<file path="src/rtl/feather_pkg.sv">
// Shared definitions for the flag/condition path.
// Holds the ARM condition code enum, the NZCV bit positions shared with the
// ALU, and the output-buffer state encoding used by cond_unit.
package feather_pkg;

  typedef enum logic [3:0] {
    COND_EQ = 4'h0,
    COND_NE = 4'h1,
    COND_CS = 4'h2,
    COND_CC = 4'h3,
    COND_MI = 4'h4,
    COND_PL = 4'h5,
    COND_VS = 4'h6,
    COND_VC = 4'h7,
    COND_HI = 4'h8,
    COND_LS = 4'h9,
    COND_GE = 4'hA,
    COND_LT = 4'hB,
    COND_GT = 4'hC,
    COND_LE = 4'hD,
    COND_AL = 4'hE,
    COND_NV = 4'hF
  } cond_t;

  localparam int FLAG_N = 3;
  localparam int FLAG_Z = 2;
  localparam int FLAG_C = 1;
  localparam int FLAG_V = 0;

  typedef enum logic [1:0] {
    BUF_EMPTY = 2'd0,
    BUF_ONE   = 2'd1,
    BUF_TWO   = 2'd2
  } buf_state_t;

endpackage

</file>
<file path="src/rtl/cond_eval.sv">
// Combinational ARM condition-code evaluator, shared with branch logic.
// Ports:
//   cond  - 4-bit condition code
//   nzcv  - flags to test against (bit3=N, bit2=Z, bit1=C, bit0=V)
//   pass  - 1 when the condition holds
module cond_eval
  import feather_pkg::*;
(
  input  cond_t      cond,
  input  logic [3:0] nzcv,
  output logic       pass
);

  logic n, z, c, v;

  assign n = nzcv[FLAG_N];
  assign z = nzcv[FLAG_Z];
  assign c = nzcv[FLAG_C];
  assign v = nzcv[FLAG_V];

  always_comb begin
    pass = 1'b1;
    case (cond)
      COND_EQ: pass = z;
      COND_NE: pass = !z;
      COND_CS: pass = c;
      COND_CC: pass = !c;
      COND_MI: pass = n;
      COND_PL: pass = !n;
      COND_VS: pass = v;
      COND_VC: pass = !v;
      COND_HI: pass = c && !z;
      COND_LS: pass = !c || z;
      COND_GE: pass = (n == v);
      COND_LT: pass = (n != v);
      COND_GT: pass = !z && (n == v);
      COND_LE: pass = z || (n != v);
      COND_AL: pass = 1'b1;
      COND_NV: pass = 1'b1;  // no "never" encoding on this core
    endcase
  end

endmodule

</file>
<file path="src/rtl/cond_unit.sv">
// Condition unit: architectural NZCV register, per-instruction condition
// evaluation, 2-entry result buffer and saturating executed/skipped counters.
// Ports:
//   clk, rst_n                    - clock, async active-low reset
//   in_valid/in_ready             - instruction handshake
//   in_cond, in_tag               - condition code and tag of the instruction
//   in_flag_we, in_flag_mask      - flag write enable and per-bit mask
//   in_nzcv                       - new flags from the ALU
//   out_valid/out_ready           - result handshake
//   out_pass, out_tag             - head result
//   flags                         - current NZCV register
//   exec_cnt, skip_cnt            - saturating pass/fail counters
//
// Buffer states:
//   state     | meaning
//   BUF_EMPTY | no result held, out_valid low
//   BUF_ONE   | one result in head
//   BUF_TWO   | head and tail full, in_ready low
module cond_unit
  import feather_pkg::*;
#(
  parameter int TAG_W = 4,
  parameter int CNT_W = 16
) (
  input  logic             clk,
  input  logic             rst_n,
  input  logic             in_valid,
  output logic             in_ready,
  input  logic [3:0]       in_cond,
  input  logic [TAG_W-1:0] in_tag,
  input  logic             in_flag_we,
  input  logic [3:0]       in_flag_mask,
  input  logic [3:0]       in_nzcv,
  output logic             out_valid,
  input  logic             out_ready,
  output logic             out_pass,
  output logic [TAG_W-1:0] out_tag,
  output logic [3:0]       flags,
  output logic [CNT_W-1:0] exec_cnt,
  output logic [CNT_W-1:0] skip_cnt
);

  buf_state_t       state, state_nxt;
  logic             accept, pop, cond_pass;
  logic             load_head, load_tail, shift_tail;
  logic             tail_pass;
  logic [TAG_W-1:0] tail_tag;
  cond_t            cond_e;

  assign cond_e = cond_t'(in_cond);

  cond_eval u_cond_eval (
    .cond (cond_e),
    .nzcv (flags),
    .pass (cond_pass)
  );

  // Handshakes derived from the state register so in_ready never depends on
  // out_ready combinationally.
  assign accept = in_valid && (state != BUF_TWO);
  assign pop    = (state != BUF_EMPTY) && out_ready;

  always_ff @(posedge clk or negedge rst_n) begin
    if (!rst_n) state <= BUF_EMPTY;
    else        state <= state_nxt;
  end

  always_comb begin
    state_nxt = state;
    case (state)
      BUF_EMPTY: if (accept) state_nxt = BUF_ONE;
      BUF_ONE: begin
        if (accept && !pop)      state_nxt = BUF_TWO;
        else if (pop && !accept) state_nxt = BUF_EMPTY;
      end
      BUF_TWO:   if (pop) state_nxt = BUF_ONE;
      default:   state_nxt = BUF_EMPTY;
    endcase
  end

  always_comb begin
    in_ready   = (state != BUF_TWO);
    out_valid  = (state != BUF_EMPTY);
    // A new result goes straight to head when head is free or leaving now.
    load_head  = accept && ((state == BUF_EMPTY) || (state == BUF_ONE && pop));
    load_tail  = accept && (state == BUF_ONE) && !pop;
    shift_tail = pop && (state == BUF_TWO);
  end

  always_ff @(posedge clk or negedge rst_n) begin
    if (!rst_n) begin
      out_pass  <= 1'b0;
      out_tag   <= '0;
      tail_pass <= 1'b0;
      tail_tag  <= '0;
    end else begin
      if (load_head) begin
        out_pass <= cond_pass;
        out_tag  <= in_tag;
      end else if (shift_tail) begin
        out_pass <= tail_pass;
        out_tag  <= tail_tag;
      end
      if (load_tail) begin
        tail_pass <= cond_pass;
        tail_tag  <= in_tag;
      end
    end
  end

  always_ff @(posedge clk or negedge rst_n) begin
    if (!rst_n) begin
      flags <= 4'b0000;
    end else if (accept && cond_pass && in_flag_we) begin
      flags <= (flags & ~in_flag_mask) | (in_nzcv & in_flag_mask);
    end
  end

  always_ff @(posedge clk or negedge rst_n) begin
    if (!rst_n) begin
      exec_cnt <= '0;
      skip_cnt <= '0;
    end else if (accept) begin
      if (cond_pass) begin
        if (exec_cnt != '1) exec_cnt <= exec_cnt + 1'b1;
      end else begin
        if (skip_cnt != '1) skip_cnt <= skip_cnt + 1'b1;
      end
    end
  end

endmodule

</file>
<file path="config.mk">
export PLATFORM = sky130hd
export DESIGN_NAME = cond_unit
export DESIGN_NICKNAME = d
export VERILOG_FILES = /design/src/rtl/feather_pkg.sv /design/src/rtl/cond_eval.sv /design/src/rtl/cond_unit.sv
export SDC_FILE = /design/constraint.sdc
export NUM_CORES = 1
export LEC_CHECK = 0
export CAP_MARGIN = 15
export CORE_UTILIZATION = 49
export DETAILED_ROUTE_END_ITERATION = 7
export PLACE_DENSITY = 0.79
export SLEW_MARGIN = 0
export SYNTH_ARGS = -nofsm -noshare
export SYNTH_HDL_FRONTEND = slang
export SYNTH_SLANG_ARGS = --single-unit
</file>
<file path="constraint.sdc">
create_clock -name clk -period 3.1 [get_ports clk]
set_clock_uncertainty 0.15 [all_clocks]
set_input_delay 0.62 -clock clk [delete_from_list [all_inputs] [get_ports clk]]
set_output_delay 0.62 -clock clk [all_outputs]
set_load 0.02 [all_outputs]
</file>
==> flow_summary_export.csv <==
group,metric,value,unit
critical_path,critPathRequiredTime,3.14,ns
drt,num_vias,2085,
drt,ant_nets,0,
global_route,grt_pass1_wl,8800,µm
sta,max_slew_margin,66.5,%
critical_path,slowest_delay,0.58,ns
placement,dp_hpwl,4100,µm
synthesis,synth_cells,236,
power,p_per_area,713,mW/mm²
floorplan,core,0.00482,mm²
floorplan,start_util,52.2,%
cts,htree_num_levels,2,
critical_path,startpoint_type,"input pin",
drt,drt-initial-drc-count,84,
drt,first_pass_iters,4,
sta,rsz0062_at_grt,"false",
power,power.leakage,1.45,nW
synthesis,yosysWarnings,0,
critical_path,worstSetupStartpoint,"in_cond[3]",
drt,routedWlPerCell,14.3,µm
cts,cts_tree,"done",
global_route,met2_usage,34.8,%
cts,cts_resized,0,
global_route,antenna_found_initial,0,
cts,clock-root-buffer,"clkbuf_8",
critical_path,path_max_fanout,19,
sta,hold_viol_final,0,
synthesis,syn_area_per_cell,10.7,µm²
critical_path,path_class,"input pin to register",
finish,drive_gt1_share,10.9,%
power,ir_drop,478,µV
critical_path,worstReg2RegStart,"exec_cnt[0]",
cts,clock_path_buffers,2,
floorplan,dieArea,0.00542,mm²
floorplan,ios,64,
critical_path,crit_path_top_delay_cell,"clkdlybuf4s50_1",
sta,min_period_over_period,88.4,%
sta,fin_crit,2.74,ns
cts,cts_setup_buffers,0,
critical_path,cp-end-kind,"register",
global_route,grt_max_degree,28,
sta,fmax,0.365,GHz
status,status,"complete, no violations",
cts,path_clk_slew,0.08,ns
finish,final_cell_mix,"clkdlybuf4s50_1, dfrtp_1, nand2_1, nand3_1, xnor2_1",
finish,antennaDiodeCount,0,
synthesis,syn-cell-area,0.00251,mm²
critical_path,worstPathArrival,2.78,ns
critical_path,cp.depth,8,
critical_path,critical_path.top_delay_family,"buffers and inverters",
synthesis,synth_area_leader_cell,"dfrtp_1",
global_route,grt_use_met3,4.66,%
finish,final_common_cell,"clkdlybuf4s50_1",
global_route,grt_pass1_vias,1959,
cts,cts_sinks,48,
critical_path,path_cells,"clkdlybuf4s50_1, inv_1, o41ai_1, a22oi_1, o221ai_4, buf_12, nand4_1, mux2_1",
placement,gp_congestion,0.876,
run,maxCapViolCount,0,
min_path,holdCritPathClass,"input pin to asynchronous set/reset pin",
critical_path,path_buf_inv,3,
drt,drc,0,
sta,finalSetupTns,0,ns
placement,io_buffers,63,
critical_path,r2r_end,"exec_cnt[1]",
synthesis,synth_top_area_share,47.8,%
power,finalPower,2.42,mW
global_route,grt_util_all_layers,21.2,%
sta,maxSlewViolCount,0,
synthesis,ys_seq_area_share,47.8,%
finish,syn2layout_area_growth,35.0,%
cts,hold_buffers,0,
floorplan,dieHeight,73.6,µm
synthesis,ys_top_cells_by_area,"dfrtp_1, mux2_1, xnor2_1",
finish,final_nets,335,
synthesis,synth.distinct_cells,42,
global_route,grt_busiest_layer,"met2",
sta,setup_violations,0,
finish,n_fill_cell,398,
critical_path,reg2reg_depth,8,
global_route,grt_use_met1,28.2,%
synthesis,synth-seq-cells,48,
cts,cts_buffers,5,
sta,worst_pin_slew,0.495,ns
floorplan,fp.dieW,73.6,µm
floorplan,num_rows,25,
drt,viasPerCell,5.52,
synthesis,syn-num-nets,260,
drt,wl,5410,µm
cts,clock_latency,0.30,ns
global_route,grt_overflow,0,
critical_path,reg2reg_slack,0.62,ns
## how the worst min path moves through the flow
stage | from | to | slack, ns
floorplan | rst_n | asynchronous set/reset pin | 0.17
global placement | tail_tag[3] | tail_tag[3] | 0.32
detailed placement | tail_tag[3] | tail_tag[3] | 0.33
CTS | rst_n | skip_cnt[8] | 0.13
global route | rst_n | skip_cnt[0] | 0.16
finish | rst_n | skip_cnt[0] | 0.12
## per-stage QoR
| stage | cells | setup WS [ns] | instance area (µm²) | util (%) | hold WS, ns |
|---|---|---|---|---|---|
| 3_5_place_dp | 371 | 0.0420 | 3300 | 68.5 | 0.325 |
| 4_1_cts | 378 | 0.356 | 3400 | 70.5 | 0.134 |
| 3_3_place_gp | 371 | 0.141 | 3300 | 68.5 | 0.317 |
| 5_1_grt | 378 | 0.279 | 3400 | 70.5 | 0.163 |
| 2_1_floorplan | 236 | 0.737 | 2510 | - | 0.174 |
| 6_report | 378 | 0.359 | 3400 | 70.5 | 0.120 |
## final cells by class
type	count	area (µm²)	share of cell area (%)
Clock buffer	7	96.3	2.84
Timing Repair Buffer	76	736	21.7
Multi-Input combinational cell	173	1250	36.9
Sequential cell	48	1200	35.4
Inverter	7	26.3	0.774
Tap cell	67	83.8	2.47
## cells in the mapped netlist, drive strengths merged
cell	count
a21oi	4
a22oi	1
a31oi	1
and3	3
and4	2
and4b	1
and4bb	1
buf	6
clkbuf	2
dfrtp	48
ha	3
inv	7
mux2	13
mux2i	7
nand2	22
nand2b	2
nand3	16
nand3b	6
nand4	11
nand4bb	1
nor2	10
nor2b	2
nor3	10
nor3b	1
nor4	10
nor4b	2
o2111ai	1
o21ai	8
o221ai	1
o2bb2ai	1
o41ai	1
or2	1
or3	3
xnor2	15
xor2	13
## power breakdown
group          internal [mW]  leakage (nW)  switching (mW)
logic                  0.525         0.775           0.512
registers              0.801         0.622           0.192
clock network          0.199        0.0503           0.193
## routing by layer
metal | share of wire (%) | routed length (µm)
met5 | 0 | 0
met2 | 48 | 2600
met3 | 5.2 | 280
met1 | 46 | 2490
met4 | 0.55 | 30
## cells by family after synthesis
family	after synthesis	share of synthesized area [%]
DFF	48	47.8
xor gates and xnor gates	28	9.75
muxes	20	8.61
AOI/OAI and AO/OA	18	4.33
and+or+nand+nor	104	24.9
adders and majority gates	3	1.49
buffers and inverters	15	3.13
## flip-flops by register name, summed over array words and instances, names as in the netlist, named ones only
name / cells
exec_cnt: 16
out_pass: 1
out_tag: 4
skip_cnt: 16
state: 2
tail_pass: 1
tail_tag: 4
Note: power is estimated with default switching activity, not from simulation.
